### src/rtl/present80_round_engine_if.sv
// rtl/present80_round_engine_if.sv - block handshake bundle for the PRESENT-80 round engine
// Ports (signals carried):
//   in_valid/in_ready   plaintext+key offer and acceptance
//   in_data[63:0]       plaintext, bit 63 = MSB
//   in_key[79:0]        user key, bit 79 = MSB
//   out_valid/out_ready ciphertext offer and acceptance
//   out_data[63:0]      ciphertext
//   busy                engine is working on or holding a block
interface present80_round_engine_if;
    logic        in_valid;
    logic        in_ready;
    logic [63:0] in_data;
    logic [79:0] in_key;
    logic        out_valid;
    logic        out_ready;
    logic [63:0] out_data;
    logic        busy;

    modport master (
        output in_valid, in_data, in_key, out_ready,
        input  in_ready, out_valid, out_data, busy
    );

    modport slave (
        input  in_valid, in_data, in_key, out_ready,
        output in_ready, out_valid, out_data, busy
    );
endinterface

### src/rtl/present80_round_engine.sv
// rtl/present80_round_engine.sv - iterative PRESENT-80 encryptor, one round per clock
// Modules:
//   present_sbox_4bit            single PRESENT S-box (din[3:0] -> dout[3:0])
//   present_sbox_parallel_64bit  16 nibble-wise S-boxes (din[63:0] -> dout[63:0])
//   present80_round_engine       top: clk, rst (sync, active-high), bus (slave modport:
//                                in_valid/in_ready/in_data/in_key, out_valid/out_ready/
//                                out_data, busy)

module present_sbox_4bit (
    input  logic [3:0] din,
    output logic [3:0] dout
);
    always_comb begin
        dout = 4'h0;
        case (din)
            4'h0: dout = 4'hC;
            4'h1: dout = 4'h5;
            4'h2: dout = 4'h6;
            4'h3: dout = 4'hB;
            4'h4: dout = 4'h9;
            4'h5: dout = 4'h0;
            4'h6: dout = 4'hA;
            4'h7: dout = 4'hD;
            4'h8: dout = 4'h3;
            4'h9: dout = 4'hE;
            4'hA: dout = 4'hF;
            4'hB: dout = 4'h8;
            4'hC: dout = 4'h4;
            4'hD: dout = 4'h7;
            4'hE: dout = 4'h1;
            default: dout = 4'h2;
        endcase
    end
endmodule

module present_sbox_parallel_64bit (
    input  logic [63:0] din,
    output logic [63:0] dout
);
    for (genvar n = 0; n < 16; n++) begin : g_nib
        present_sbox_4bit u_sbox (
            .din  (din[4*n +: 4]),
            .dout (dout[4*n +: 4])
        );
    end
endmodule

module present80_round_engine #(
    parameter int NUM_ROUNDS = 31
) (
    input logic                     clk,
    input logic                     rst,
    present80_round_engine_if.slave bus
);
    localparam logic [4:0] LAST_RC = 5'(NUM_ROUNDS);

    typedef enum logic [1:0] {IDLE, ROUND, OUT} state_t;

    state_t      state;
    state_t      state_next;
    logic [63:0] state_reg;
    logic [79:0] key_reg;
    logic [4:0]  rc;
    logic [63:0] out_data_reg;

    logic [63:0] t;
    logic [63:0] u;
    logic [63:0] p;
    logic [79:0] k_rot;
    logic [3:0]  k_top;
    logic [79:0] k_next;
    logic        last_round;

    // Bit i moves to (16*i) mod 63; bit 63 stays in place.
    function automatic logic [63:0] player(input logic [63:0] x);
        logic [63:0] y;
        y = '0;
        for (int i = 0; i < 63; i++) begin
            y[(16 * i) % 63] = x[i];
        end
        y[63] = x[63];
        return y;
    endfunction

    assign t = state_reg ^ key_reg[79:16];

    present_sbox_parallel_64bit u_sbox_layer (
        .din  (t),
        .dout (u)
    );

    assign p = player(u);

    // Rotate left by 61 is the same as rotate right by 19.
    assign k_rot = {key_reg[18:0], key_reg[79:19]};

    present_sbox_4bit u_key_sbox (
        .din  (k_rot[79:76]),
        .dout (k_top)
    );

    assign k_next     = {k_top, k_rot[75:20], k_rot[19:15] ^ rc, k_rot[14:0]};
    assign last_round = (rc == LAST_RC);

    always_ff @(posedge clk) begin
        if (rst) begin
            state <= IDLE;
        end else begin
            state <= state_next;
        end
    end

    always_comb begin
        state_next = state;
        case (state)
            IDLE:    if (bus.in_valid) state_next = ROUND;
            ROUND:   if (last_round) state_next = OUT;
            OUT:     if (bus.out_ready) state_next = IDLE;
            default: state_next = IDLE;
        endcase
    end

    always_ff @(posedge clk) begin
        if (rst) begin
            state_reg    <= '0;
            key_reg      <= '0;
            rc           <= '0;
            out_data_reg <= '0;
        end else begin
            case (state)
                IDLE: begin
                    if (bus.in_valid) begin
                        state_reg <= bus.in_data;
                        key_reg   <= bus.in_key;
                        rc        <= 5'd1;
                    end
                end
                ROUND: begin
                    state_reg <= p;
                    key_reg   <= k_next;
                    // Saturate so the counter can never wrap back into a live round.
                    if (rc != 5'd31) begin
                        rc <= rc + 5'd1;
                    end
                    // Final whitening uses the key produced in this same round.
                    if (last_round) begin
                        out_data_reg <= p ^ k_next[79:16];
                    end
                end
                default: ;
            endcase
        end
    end

    assign bus.in_ready  = (state == IDLE);
    assign bus.out_valid = (state == OUT);
    assign bus.busy      = (state != IDLE);
    assign bus.out_data  = out_data_reg;
endmodule

### src/flat_wrapper.sv
// flat-port wrapper written by rule: the top's interface ports become plain ports
module present80_round_engine_flat 
#(
    parameter int NUM_ROUNDS = 31
)
  (clk, rst, bus_in_valid, bus_in_data, bus_in_key, bus_out_ready, bus_in_ready, bus_out_valid, bus_out_data, bus_busy);
  present80_round_engine_if bus_i ();
  input logic clk;
  input logic rst;
  input wire logic [$bits(bus_i.in_valid)-1:0] bus_in_valid;
  input wire logic [$bits(bus_i.in_data)-1:0] bus_in_data;
  input wire logic [$bits(bus_i.in_key)-1:0] bus_in_key;
  input wire logic [$bits(bus_i.out_ready)-1:0] bus_out_ready;
  output wire logic [$bits(bus_i.in_ready)-1:0] bus_in_ready;
  output wire logic [$bits(bus_i.out_valid)-1:0] bus_out_valid;
  output wire logic [$bits(bus_i.out_data)-1:0] bus_out_data;
  output wire logic [$bits(bus_i.busy)-1:0] bus_busy;
  assign bus_i.in_valid = bus_in_valid;
  assign bus_i.in_data = bus_in_data;
  assign bus_i.in_key = bus_in_key;
  assign bus_i.out_ready = bus_out_ready;
  assign bus_in_ready = bus_i.in_ready;
  assign bus_out_valid = bus_i.out_valid;
  assign bus_out_data = bus_i.out_data;
  assign bus_busy = bus_i.busy;
  present80_round_engine #(.NUM_ROUNDS(NUM_ROUNDS)) u_core (.clk(clk), .rst(rst), .bus(bus_i));
endmodule
### config.mk
export PLATFORM = sky130hd
export DESIGN_NAME = present80_round_engine_flat
export DESIGN_NICKNAME = d
export VERILOG_FILES = /design/src/rtl/present80_round_engine_if.sv /design/src/rtl/present80_round_engine.sv /design/src/flat_wrapper.sv
export SDC_FILE = /design/constraint.sdc
export NUM_CORES = 1
export LEC_CHECK = 0
export BUFFER_PORTS_ARGS = -buffer_cell sky130_fd_sc_hd__buf_4
export CAP_MARGIN = 25
export CORE_MARGIN = 1.5
export CORE_UTILIZATION = 58
export DETAILED_ROUTE_END_ITERATION = 10
export MAX_ROUTING_LAYER = met4
export PLACE_DENSITY = 0.78
export SYNTH_ARGS = -nofsm -noshare
export SYNTH_HDL_FRONTEND = slang
export SYNTH_HIERARCHICAL = 1
export SYNTH_SLANG_ARGS = --single-unit
### constraint.sdc
create_clock -name clk -period 2.8 [get_ports clk]
set_input_delay 0.56 -clock clk [delete_from_list [all_inputs] [get_ports clk]]
set_output_delay 0.56 -clock clk [all_outputs]
set_load 0.1 [all_outputs]
==> results of run 1 <==
## synth_stat cells, types with 7 or more instances
master / count
mux4_2: 34
nor3b_1: 17
o2bb2ai_1: 17
o21ai_0: 18
nand2_1: 288
xnor2_1: 86
clkbuf_1: 44
o21bai_1: 17
inv_1: 52
a311oi_1: 139
a22oi_1: 7
xor2_1: 64
dfxtp_1: 215
mux2i_1: 17
ha_1: 87
buf_6: 24
buf_2: 47
o21a_1: 17
a21oi_1: 7
a211oi_2: 60
nor2_1: 221
## kinds of logic (layout without fill, tap and decap cells)
logic type | count (synthesis) | in the layout | synth area share, %
AO/OA/AOI/OAI | 285 | 285 | 19.39
XOR/XNOR | 150 | 150 | 9.909
adder cells (fa/ha/maj) | 87 | 87 | 8.211
buffers and inverters | 172 | 332 | 6.786
flip-flops | 215 | 215 | 32.47
multiplexers | 51 | 51 | 7.059
AND/OR/NAND/NOR | 544 | 544 | 16.18
## power groups by stage
stage / registers (mW) / clock network (mW) / logic (mW)
after floorplan: 3.52 / 0 / 2.82
after global placement: 3.60 / 0 / 3.73
after detailed placement: 3.61 / 0 / 3.81
after CTS: 3.54 / 3.04 / 3.85
after global routing: 3.57 / 3.16 / 4.18
final: 3.55 / 3.00 / 3.96
## placed cells by master, fill, tap and decap left out, types with 7 or more instances in the layout
cell and n:
mux2i_1 17, xnor2_1 85, o21bai_1 17, xor2_1 64, dfxtp_1 215, a211oi_2 60, buf_4 227, nand2_1 288
mux4_2 34, a22oi_1 7, nor2_1 220, clkbuf_16 23, nor3b_1 17, buf_12 13, inv_1 52, o2bb2ai_1 17
o21a_1 17, ha_1 87, a311oi_1 139, o21ai_0 18, a21oi_1 7
## timing repair
item	CTS	global route
resized for setup	0	1
setup buffers	0	0
setup endpoints to repair	0	1
## path summary, 6_finish.rpt
check	startpoint	to	slack [ns]	cells past startpoint
min reg2reg	u_core/bus.out_data[2]	u_core/bus.out_data[2]	0.46	2
min	bus_out_ready	u_core/state[1]	0.32	3
max	u_core/key_reg[52]	u_core/bus.out_data[41]	0.03	6
max reg2reg	u_core/key_reg[52]	u_core/bus.out_data[41]	0.03	6
## metrics by stage
step / power, mW / hold slack, ns / cell area (um2) / instances / util [%]
6_report: 10.51 / 0.3189 / 15650 / 1949 / 69.56
4_1_cts: 10.43 / 0.3100 / 15650 / 1949 / 69.52
3_3_place_gp: 7.334 / 0.4485 / 14910 / 1910 / 66.26
2_1_floorplan: 6.334 / 0.4778 / 13260 / 1504 / -
5_1_grt: 10.91 / 0.3179 / 15650 / 1949 / 69.56
3_5_place_dp: 7.423 / 0.4512 / 14910 / 1910 / 66.26
## worst min-delay path: stages
cell and delay, ns:
buf_4 0.08, nand2b_1 0.09, a21oi_1 0.06
## cell type report
type                    instances  area [um2]
inverters                      52       195.2
repair buffers                241        1976
multi-input cells            1117        8087
fillers                      1806        6850
flip-flops and latches        215        4304
clock buffers                  33       673.1
well taps                     285       356.6
clock inverters                 6       61.31
## metal layers
layer  vias to the layer above  part of all wire [%]  track usage [%]
met4                         0                   3.1            10.22
met1                      5589                    42            47.64
met2                       596                    46            55.12
met5                         -                     0                -
li1                       5504                     -                -
met3                        76                   8.9            3.502
==> impl_results.md, run 1 <==
- Status: finished clean
- Deepest clock path buffer count: 3
- H-tree levels: 1
- Root Buffer: clkbuf_16
- Crit start category: register
- Die Area: 23770 um2
- Share of layout cells above drive strength 1: 22.60%
- I/O Buffers: 214
- Largest net degree at the start of global routing: 92
- Synth unique cells: 35
- Initial DRC count: 1244
- Setup violators final: 0
- Max reg flops: 80
- Leading area contributor after synthesis: dfxtp_1
- Initial antenna violation count: 0
- Worst Slack Setup Final: 0.03290 ns
- Top FF cell, synth: dfxtp_1
- Psw: 3.855 mW
- Crit path DAT: between 3 and 4 ns
- Max frequency: ~360 MHz
- Synth Register Bits: 215
- Worst-path cell chain: xor2_1 -> inv_1 -> ha_1 -> mux4_2 -> xnor2_1 -> a211oi_2
- FP Rows: 55
- EDFF count, synth: 0
- Post-Syn Area per Cell: between 8 and 9 um2
- CORE AREA: 22500 um2
- Dpl hpwl: 31650 um
- Nets: roughly 1900
- Cells after synthesis: between 1500 and 2000
- Worst Max-Slew Pin Slew: 0.7550 ns
- CTS tree: built
- Max Cap Viol: 0
- Async SR Flop Fraction: 0%
- Worst hold path type: in2reg
- Area growth from synthesis to layout: 18.06%
- Antenna Cells: 0
- IO Count: 215
- Vias per inst: 6.036
- Net Sw Frac: between 30% and 40%
- Required time worst endpoint: ~3.2 ns
- Worst path top cell family by delay: XOR/XNOR gates
- Reg power frac: 33.8%
- Hold-fix buffers, CTS: 0
- Number of global-route vias before repair: approximately 11000
- Seq/Total Area, Yosys: 32.47%
- Mapped Area: 13260 um2
- Internal Power: 6.658 mW
- Unrepaired setup endpoints after global routing: false
- Clock sinks: 215
- Logic gate share of total power: 37.7%
- Mapped Nets: 1739
- Initial core utilization: around 60%
- Max-Slew Margin vs Limit: 49.50%
- Clock power share: about 28%
- Setup CP Type: reg2reg
- Final antenna-violating net count: 0
- Pleak: 6.582 nW
- Die height: ~150 um
- Pre-Repair DR Iteration Count: 5
- Worst IR drop on VDD: just over 400 uV
- Period utilization: a little over nine tenths
- Yosys top cell area share: 32.47%
- Slew Viols, Final: 0
- Global-route wire length before repair: 61690 um
- Largest cells by area after synthesis: dfxtp_1 (32%), a311oi_1 (9.2%), ha_1 (8.2%)
- Crit-path slowest cell: mux4_2
- Minimum clock period: between 2 and 3 ns
- Max FO, Critical Path: 6
- Buf/Inv on CP: 1
- Synth warn: 6
- Crit-path max cell delay: between 0.5 and 0.6 ns
- Sum of negative setup slack: 0 ns
- Hold Violations, Final: 0
- Routability Congestion: 0.9644
- DRC viols: 0
- Total CTS buffers: 23
- CP endpoint kind: register
- Clock Latency Late Sink: between 0.5 and 0.6 ns
- Pre-CTS setup slack: 0.1368 ns
- Die width: 154.2 um
- Worst Skew: 0.01173 ns
- Vias: ~12000
- Clk pin slew, worst setup/hold paths: around 0.060 ns
- GRT overflow: 0
- Routed wire length: 41650 um
- Overall global routing resource usage: a little over a third
- Per-cell routed wire length: 21.37 um
- PD cells: 671.6 nW/um2
No activity file was read; power rests on OpenSTA's default activity.
==> inputs of run 2 (changes only) <==
--- a/config.mk
+++ b/config.mk
@@ -13,3 +13,4 @@
 export MAX_ROUTING_LAYER = met4
-export PLACE_DENSITY = 0.78
+export PLACE_DENSITY = 0.82
+export RECOVER_POWER = 50
 export SYNTH_ARGS = -nofsm -noshare
==> constraint.sdc (replaced) <==
create_clock -name clk -period 2.8 [get_ports clk]
set_input_delay 0.42 -clock clk [delete_from_list [all_inputs] [get_ports clk]]
set_output_delay 0.42 -clock clk [all_outputs]
set_load 0.1 [all_outputs]
==> run 2 against run 1 <==
Power grew 2.4%; combinational power down 1%; wire length is 0.67% lower; largest power group unchanged; non-clock buffer count down 5; final area is 1.5% lower; critical path depth is the same.
==> impl_results.md, run 2 (synthesis results as in run 1) <==
- Status: finished clean
- Crit-path max cell delay: 0.57 ns (about the same)
- Max Cap Viol: 0 (unchanged)
- Per-cell routed wire length: 21.21 um (-0.73%)
- Crit-path slowest cell: mux4_2
- Commonest cells after routing, fill and taps aside: nand2_1 (288), nor2_1 (220), dfxtp_1 (215)
- Max frequency: 373.8 MHz (+3.4%)
- Reg2Reg Setup Slack: 0.13 ns (+0.09 ns)
- PD cells: 698.4 nW/um2 (+4.0%)
- Worst-path cell chain: xor2_1 -> inv_1 -> ha_1 -> mux4_2 -> xnor2_1 -> a211oi_2
- Clock Latency Late Sink: 0.53 ns (+0.02 ns)
- Vias: 11900 (+1.2%)
- Global-route wire length before repair: 62000 um (+0.50%)
- Die width: 154.2 um (unchanged)
- Number of global-route vias before repair: 11010 (+3.1%)
- Setup violators final: 0 (unchanged)
- CP startpoint: u_core/key_reg[41]
- Hold Violations, Final: 0 (unchanged)
- Clock sinks: 215 (unchanged)
- Area growth from synthesis to layout: 16.25%
- Post_cts resized: 0 (unchanged)
- Placed Cells incl. Taps: 1905 (-0.26%)
- CORE AREA: 22500 um2 (unchanged)
- Clk pin slew, worst setup/hold paths: 0.06 ns (about the same)
- Pre-Repair DR Iteration Count: 6 (+1)
- Crit start category: register
- Nets: 1881 (-0.21%)
- DRC viols: 0 (unchanged)
- Deepest clock path buffer count: 3 (unchanged)
- Initial core utilization: 58.92% (unchanged)
- Pleak: 6.296 nW (-4.3%)
- Reg2reg path depth: 6 (unchanged)
- Setup Fix Bufs, Post-CTS: 0 (unchanged)
- Required time worst endpoint: 3.19 ns (+0.02 ns)
- Crit path DAT: 3.06 ns (-0.08 ns)
- Minimum clock period: 2.675 ns (-0.09213 ns)
- Total power: 10.76 mW (+2.4%)
- Hold-fix buffers, CTS: 0 (unchanged)
- Buf/Inv on CP: 1 (unchanged)
- Max reg flops: 80 (unchanged)
- IO Count: 215 (unchanged)
- GRT overflow: 0 (unchanged)
- Period utilization: 95.53% (-3.3 points)
- Total CTS buffers: 24 (+4.3%)
- Share of layout cells above drive strength 1: 18.69% (-3.9 points)
- Routed wire length: 41370 um (-0.67%)
- RR Startpoint: u_core/key_reg[41]
- Die height: 154.2 um (unchanged)
- Crit. path cell count: 6 (unchanged)
- Setup CP Type: reg2reg
- CP endpoint kind: register
- CTS tree: built
- Sum of negative setup slack: 0 ns (unchanged)
- Unrepaired setup endpoints after global routing: false
- Worst Skew: 0.01868 ns (+0.006951 ns)
- Initial antenna violation count: 1 (+1)
- I/O Buffers: 214 (unchanged)
- Worst Max-Slew Pin Slew: 1.256 ns (+0.5007 ns)
- Dpl hpwl: 30760 um (-2.8%)
- Vias per inst: 6.104 (+1.1%)
- Max-Slew Margin vs Limit: 16.20% (-33 points)
- Largest net degree at the start of global routing: 143 (+55%)
- Worst hold path type: in2reg
- Most common cell after layout, fill and taps aside: nand2_1
- Root Buffer: clkbuf_16
- H-tree levels: 1 (unchanged)
- Max FO, Critical Path: 5 (-1)
- Routability Congestion: 1.018 (+5.6%)
- FP Rows: 55 (unchanged)
- Worst IR drop on VDD: 394.2 uV (-2.2%)
- Worst path top cell family by delay: XOR/XNOR gates
- Final antenna-violating net count: 0 (unchanged)
- Reg-to-Reg End: u_core/bus.out_data[38]
- Slew Viols, Final: 0 (unchanged)
- Die Area: 23770 um2 (unchanged)
- Overall global routing resource usage: 34.87% (about the same)
- Initial DRC count: 1413 (+14%)
- Worst setup endpoint: u_core/bus.out_data[38]
- Layout Cells excl Fill: 1950 (+0.051%)
run 2: area by class of cell:
type                    instances  area, um2
clock inverters                 9      83.83
repair buffers                236       1643
inverters                      52      195.2
fillers                      1762       7091
clock buffers                  35      753.2
diodes                          1      2.502
flip-flops and latches        215       4304
multi-input cells            1117       8074
well taps                     285      356.6
run 2: worst register-to-register path, delay by kind of cell, from the launching register on:
kind	cells	cell delay, ns
AO/OA/AOI/OAI	1	0.14
XOR/XNOR	2	0.91
adder cells (fa/ha/maj)	1	0.35
buffers and inverters	1	0.15
flip-flops	1	0.44
multiplexers	1	0.57
run 2: power by group:
group          internal (mW)  total (mW)  leakage [nW]  switching [mW]
clock network           1.96        3.30         0.405            1.34
registers               3.28        3.55          1.77           0.266
logic                   1.60        3.91          4.12            2.32
run 2: worst min-delay path by stage:
stage,from,end,slack [ns],cells after the start
2_1_floorplan,u_core/rc[3],u_core/rc[3],0.48,2
3_3_place_gp,u_core/bus.out_data[0],u_core/bus.out_data[0],0.45,2
3_5_place_dp,u_core/bus.out_data[0],u_core/bus.out_data[0],0.45,2
4_1_cts,bus_out_ready,u_core/state[1],0.16,3
5_1_grt,bus_in_key[70],u_core/key_reg[70],0.17,3
6_report,bus_in_key[70],u_core/key_reg[70],0.17,3
run 2: per-stage QoR:
step           worst slack [ns]  util, %  hold slack, ns  area [um2]
3_5_place_dp             0.1957    65.98          0.4532       14850
2_1_floorplan            0.2860        -          0.4778       13260
6_report                 0.1250    68.49          0.1670       15410
5_1_grt                 0.07610    68.49          0.1702       15410
4_1_cts                  0.1788    69.70          0.1605       15690
3_3_place_gp             0.2510    65.98          0.4497       14850
run 2: per-layer routing:
metal / global-route usage (%) / share of wire (%) / wire length [um]
met3: 5.772 / 10 / 4270
met4: 17.66 / 5.3 / 2202
met2: 51.73 / 44 / 18370
met5: - / 0 / 0
met1: 46.05 / 40 / 16520
